File: src/rtl/somador_multiciclo.sv
// Multi-cycle ripple add/sub: CHUNK bits per clock, persistent carry flag for ADC/SBB chaining.
// Valid/ready handshake on both sides; result and flags held until the next op completes.
module somador_multiciclo #(
  parameter int unsigned WIDTH = 8,
  parameter int unsigned CHUNK = 4
) (
  input  logic             clk,
  input  logic             rst,
  input  logic             in_valid,
  output logic             in_ready,
  input  logic [1:0]       op,
  input  logic [WIDTH-1:0] a,
  input  logic [WIDTH-1:0] b,
  output logic             out_valid,
  input  logic             out_ready,
  output logic [WIDTH-1:0] sum,
  output logic             cout,
  output logic             ovf,
  output logic             zero,
  output logic             neg,
  output logic             carry_flag
);

  localparam int unsigned NumChunks = WIDTH / CHUNK;
  localparam int unsigned KW        = (NumChunks > 1) ? $clog2(NumChunks) : 1;
  localparam logic [KW-1:0] LastK   = KW'(NumChunks - 1);

  if (WIDTH < 2 || (WIDTH % CHUNK) != 0) begin : g_param_err
    $error("somador_multiciclo: WIDTH must be >= 2 and a multiple of CHUNK");
  end

  typedef enum logic [1:0] {StIdle, StRun, StDone} state_e;

  state_e           state_q, state_d;
  logic [WIDTH-1:0] a_q, a_d, b_q, b_d, acc_q, acc_d, sum_q, sum_d;
  logic [KW-1:0]    k_q, k_d;
  logic             c_q, c_d;
  logic             cout_q, cout_d, ovf_q, ovf_d, zero_q, zero_d, neg_q, neg_d, cf_q, cf_d;

  logic [CHUNK-1:0] a_c, b_c;
  logic [CHUNK:0]   chunk_res;
  logic [WIDTH-1:0] chunk_ext;
  logic             msb_cin;

  // Operands are shifted right each cycle so the active chunk always sits at bit 0.
  always_comb begin
    a_c       = a_q[CHUNK-1:0];
    b_c       = b_q[CHUNK-1:0];
    chunk_res = {1'b0, a_c} + {1'b0, b_c} + {{CHUNK{1'b0}}, c_q};
    msb_cin   = chunk_res[CHUNK-1] ^ a_c[CHUNK-1] ^ b_c[CHUNK-1];
    chunk_ext = '0;
    chunk_ext[CHUNK-1:0] = chunk_res[CHUNK-1:0];
  end

  always_comb begin
    state_d = state_q;
    a_d     = a_q;
    b_d     = b_q;
    acc_d   = acc_q;
    sum_d   = sum_q;
    k_d     = k_q;
    c_d     = c_q;
    cout_d  = cout_q;
    ovf_d   = ovf_q;
    zero_d  = zero_q;
    neg_d   = neg_q;
    cf_d    = cf_q;
    case (state_q)
      StIdle: begin
        if (in_valid) begin
          a_d     = a;
          b_d     = op[0] ? ~b : b;
          c_d     = op[1] ? cf_q : op[0];
          k_d     = '0;
          state_d = StRun;
        end
      end
      StRun: begin
        a_d   = a_q >> CHUNK;
        b_d   = b_q >> CHUNK;
        c_d   = chunk_res[CHUNK];
        acc_d = (acc_q >> CHUNK) | (chunk_ext << (WIDTH - CHUNK));
        k_d   = k_q + KW'(1);
        if (k_q == LastK) begin
          state_d = StDone;
          sum_d   = acc_d;
          cout_d  = chunk_res[CHUNK];
          ovf_d   = msb_cin ^ chunk_res[CHUNK];
          zero_d  = (acc_d == '0);
          neg_d   = acc_d[WIDTH-1];
          cf_d    = chunk_res[CHUNK];
        end
      end
      StDone: begin
        if (out_ready) state_d = StIdle;
      end
      default: state_d = StIdle;
    endcase
  end

  always_ff @(posedge clk) begin
    if (rst) begin
      state_q <= StIdle;
      a_q     <= '0;
      b_q     <= '0;
      acc_q   <= '0;
      sum_q   <= '0;
      k_q     <= '0;
      c_q     <= 1'b0;
      cout_q  <= 1'b0;
      ovf_q   <= 1'b0;
      zero_q  <= 1'b0;
      neg_q   <= 1'b0;
      cf_q    <= 1'b0;
    end else begin
      state_q <= state_d;
      a_q     <= a_d;
      b_q     <= b_d;
      acc_q   <= acc_d;
      sum_q   <= sum_d;
      k_q     <= k_d;
      c_q     <= c_d;
      cout_q  <= cout_d;
      ovf_q   <= ovf_d;
      zero_q  <= zero_d;
      neg_q   <= neg_d;
      cf_q    <= cf_d;
    end
  end

  assign in_ready   = (state_q == StIdle);
  assign out_valid  = (state_q == StDone);
  assign sum        = sum_q;
  assign cout       = cout_q;
  assign ovf        = ovf_q;
  assign zero       = zero_q;
  assign neg        = neg_q;
  assign carry_flag = cf_q;

endmodule

File: config.mk
export PLATFORM = sky130hd
export DESIGN_NAME = somador_multiciclo
export DESIGN_NICKNAME = d
export VERILOG_FILES = /design/src/rtl/somador_multiciclo.sv
export SDC_FILE = /design/constraint.sdc
export NUM_CORES = 1
export LEC_CHECK = 0
export ABC_AREA = 1
export CORE_ASPECT_RATIO = 0.6
export CORE_MARGIN = 3
export CORE_UTILIZATION = 49
export CTS_CLUSTER_SIZE = 30
export DETAILED_ROUTE_END_ITERATION = 6
export PLACE_DENSITY = 0.89
export SLEW_MARGIN = 10
export SYNTH_ARGS = -nofsm -noshare
export SYNTH_HDL_FRONTEND = slang
export SYNTH_SLANG_ARGS = --single-unit
File: constraint.sdc
create_clock -name clk -period 2.1 [get_ports clk]
set_input_delay 0.63 -clock clk [delete_from_list [all_inputs] [get_ports clk]]
set_output_delay 0.63 -clock clk [all_outputs]
set_load 0.01 [all_outputs]
==> impl_metrics.toml <==
[synthesis]
synth_common_cells = "58 x nand2_1, 35 x dfxtp_1, 25 x nor2_1"
synth-async-reset-ratio_pct = 0
synth_area_leader_cell = "dfxtp_1"
synth_warnings = 0
synth_flop_cell = "dfxtp_1"
synth_edf_count = 0
synthesis.area_sq_um = 1653
synthCells = 215
seq_area_frac_synth_pct = 42.39
synthDistinctLibCells = 26
ys_seq_elements = 35
synth.most_common_cell = "nand2_1"
synth_top_area_share_pct = 42.39
avgSynthCellArea_sq_um = 7.688
synthTopCellsByArea = "dfxtp_1 42%, nand2_1 13%, nor2_1 5.7%"
syn_nets = 242

[sta]
slew_headroom_pct = 64.45
final-max-slew-violation-count = 0
worst_pin_slew_ns = 0.5315
fmax_ghz = 0.4993
fin_crit_sh_pct = 95.37
setup_slack_ns = 0.09729
finalCriticalPeriod_ns = 2.003
holdWs_ns = 0.4709
rsz0062_at_grt = "no"
fin_tns_setup_ns = 0
finalSetupViolCount = 0
hold_viol = 0
finClkSkew_ns = 0.007434

[place]
gp_congestion = 0.9162
hpwl_um = 2682
port_buffers = 36
placed_cell_area_sq_um = 2004
post-place-ws_ns = 0.1717
dp_cells = 285

[critical_path]
reg2reg_depth = 10
path_class = "reg2out"
cp.arrival_ns = 1.37
max_stage_delay_ns = 0.56
cp-start-kind = "flop"
worstPathRequired_ns = 1.47
reg2reg_from = "a_q[0]"
end_kind = "output pin"
crit_chain = "inv_2 -> nor2_1 -> clkdlybuf4s50_1"
critPathSlowestCell = "clkdlybuf4s50_1"
regToRegSetupSlack_ns = 0.14
cp-startpoint = "state_q[1]"
path_max_fanout = 3

[grt]
globalRouteOverflowTotal = 0
grt_max_degree = 19
grt_usage_pct = 19.66
grt_pass1_wl_um = 6127
antenna_found_initial = 0
first_global_vias = 1380

[hold_path]
min-delay-start = "k_q"
hold_class = "reg2reg"
holdPathStages = 2

[clock_tree]
post_cts_buffers = 0
numCtsBuffers = 5
htreeDepth = 2
ctsRootBufferMaster = "clkbuf_8"
cts.repair.resized = 0
cts_sinks = 35
clock_path_buffers = 2
cts_tree = "built"
insertion_delay_ns = 0.29
clkTransAtPathRegs_ns = 0.06
ctsHoldBuffers = 0

[route]
initialDrtViolationCount = 122
drcViolationCount = 0
routed_wirelength_um = 3748
wl_per_cell_um = 12.79
dr.pass1.iters = 4
via_count = 1508
ant_nets = 0
vias_per_cell = 5.147

[cells_and_area]
final_net_count = 277
final_layout_size_suffix_gt1_share_pct = 7.968
fin_area_sq_um = 2117
final_core_util_pct = 69.63
antenna_cells = 0
area_delta_synth_final_pct = 28.08
instances_no_fill = 293

[power]
finalPower_mw = 1.607
peakVddDrop_v = 0.0004703
leakagePower_nw = 0.8895
powerDensity_nw_per_um2 = 759.3

[floorplanning]
rows = 15
die_h_um = 50.99
die_x_um = 80.98
io_pins = 37
design.core.area_sq_um = 3040
die_area_sq_um = 4129
initial_utilization_pct = 54.36

[run]
drv_cap = 0

[outcome]
status = "completed"
==> power by group <==
group / switching, mW / total (mW) / internal [mW]
clock network: 0.244 / 0.597 / 0.353
logic: 0.152 / 0.275 / 0.123
registers: 0.0305 / 0.735 / 0.705
total: 0.427 / 1.61 / 1.18
==> area by class of cell <==
class | instances | area, sq um
Multi-Input combinational cell | 151 | 797.0
Clock inverter | 3 | 43.79
Tap cell | 42 | 52.55
Fill cell | 271 | 923.4
Clock buffer | 5 | 68.82
Inverter | 19 | 78.83
Sequential cell | 35 | 700.7
Timing Repair Buffer | 38 | 375.4
==> critical path, delay by kind of cell (launching register included) <==
kind	cells	cell delay, ns
DFF	1	0.35
buffers and inverters	2	0.63
and+or+nand+nor	1	0.12
==> metal layers <==
| metal | vias to the layer above | track usage (%) | part of all wire, % |
|---|---|---|---|
| met5 | - | 0 | 0 |
| met4 | 0 | 6.742 | 1.3 |
| met3 | 8 | 6.162 | 8.8 |
| met2 | 60 | 28.75 | 43 |
| met1 | 683 | 27.26 | 47 |
| li1 | 757 | - | - |
==> cells in the final DEF, fill, tap and decap left out, drive strengths merged <==
master,count
a22oi,3
nand4,2
nand3,7
bufinv,1
inv,19
ha,3
dfxtp,35
clkdlybuf4s50,36
nor2,27
o211ai,2
nand2,61
xor2,6
a21oi,16
xnor2,3
buf,2
fa,2
a31oi,7
clkbuf,5
o21ai,12
clkinv,2
==> logic make-up after synthesis <==
kind of cell,synth area share [%]
AO/OA/AOI/OAI,13.40
XOR/XNOR,4.769
buffers and inverters,9.386
adder cells (fa/ha/maj),4.694
AND/OR/NAND/NOR,25.36
flip-flops,42.39
==> worst paths after layout <==
check	end
worst max register to register	ovf
worst min register to register	k_q
worst min-delay path	k_q
worst max-delay path	out_valid
==> flip-flops by register name, summed over array words and instances, names as in the netlist <==
name and cells:
a_q 8, b_q 8, sum 8, acc_q 4
state_q 2, c_q 1, carry_flag 1, k_q 1
ovf 1, zero 1
Note: power is estimated with default switching activity, not from simulation.
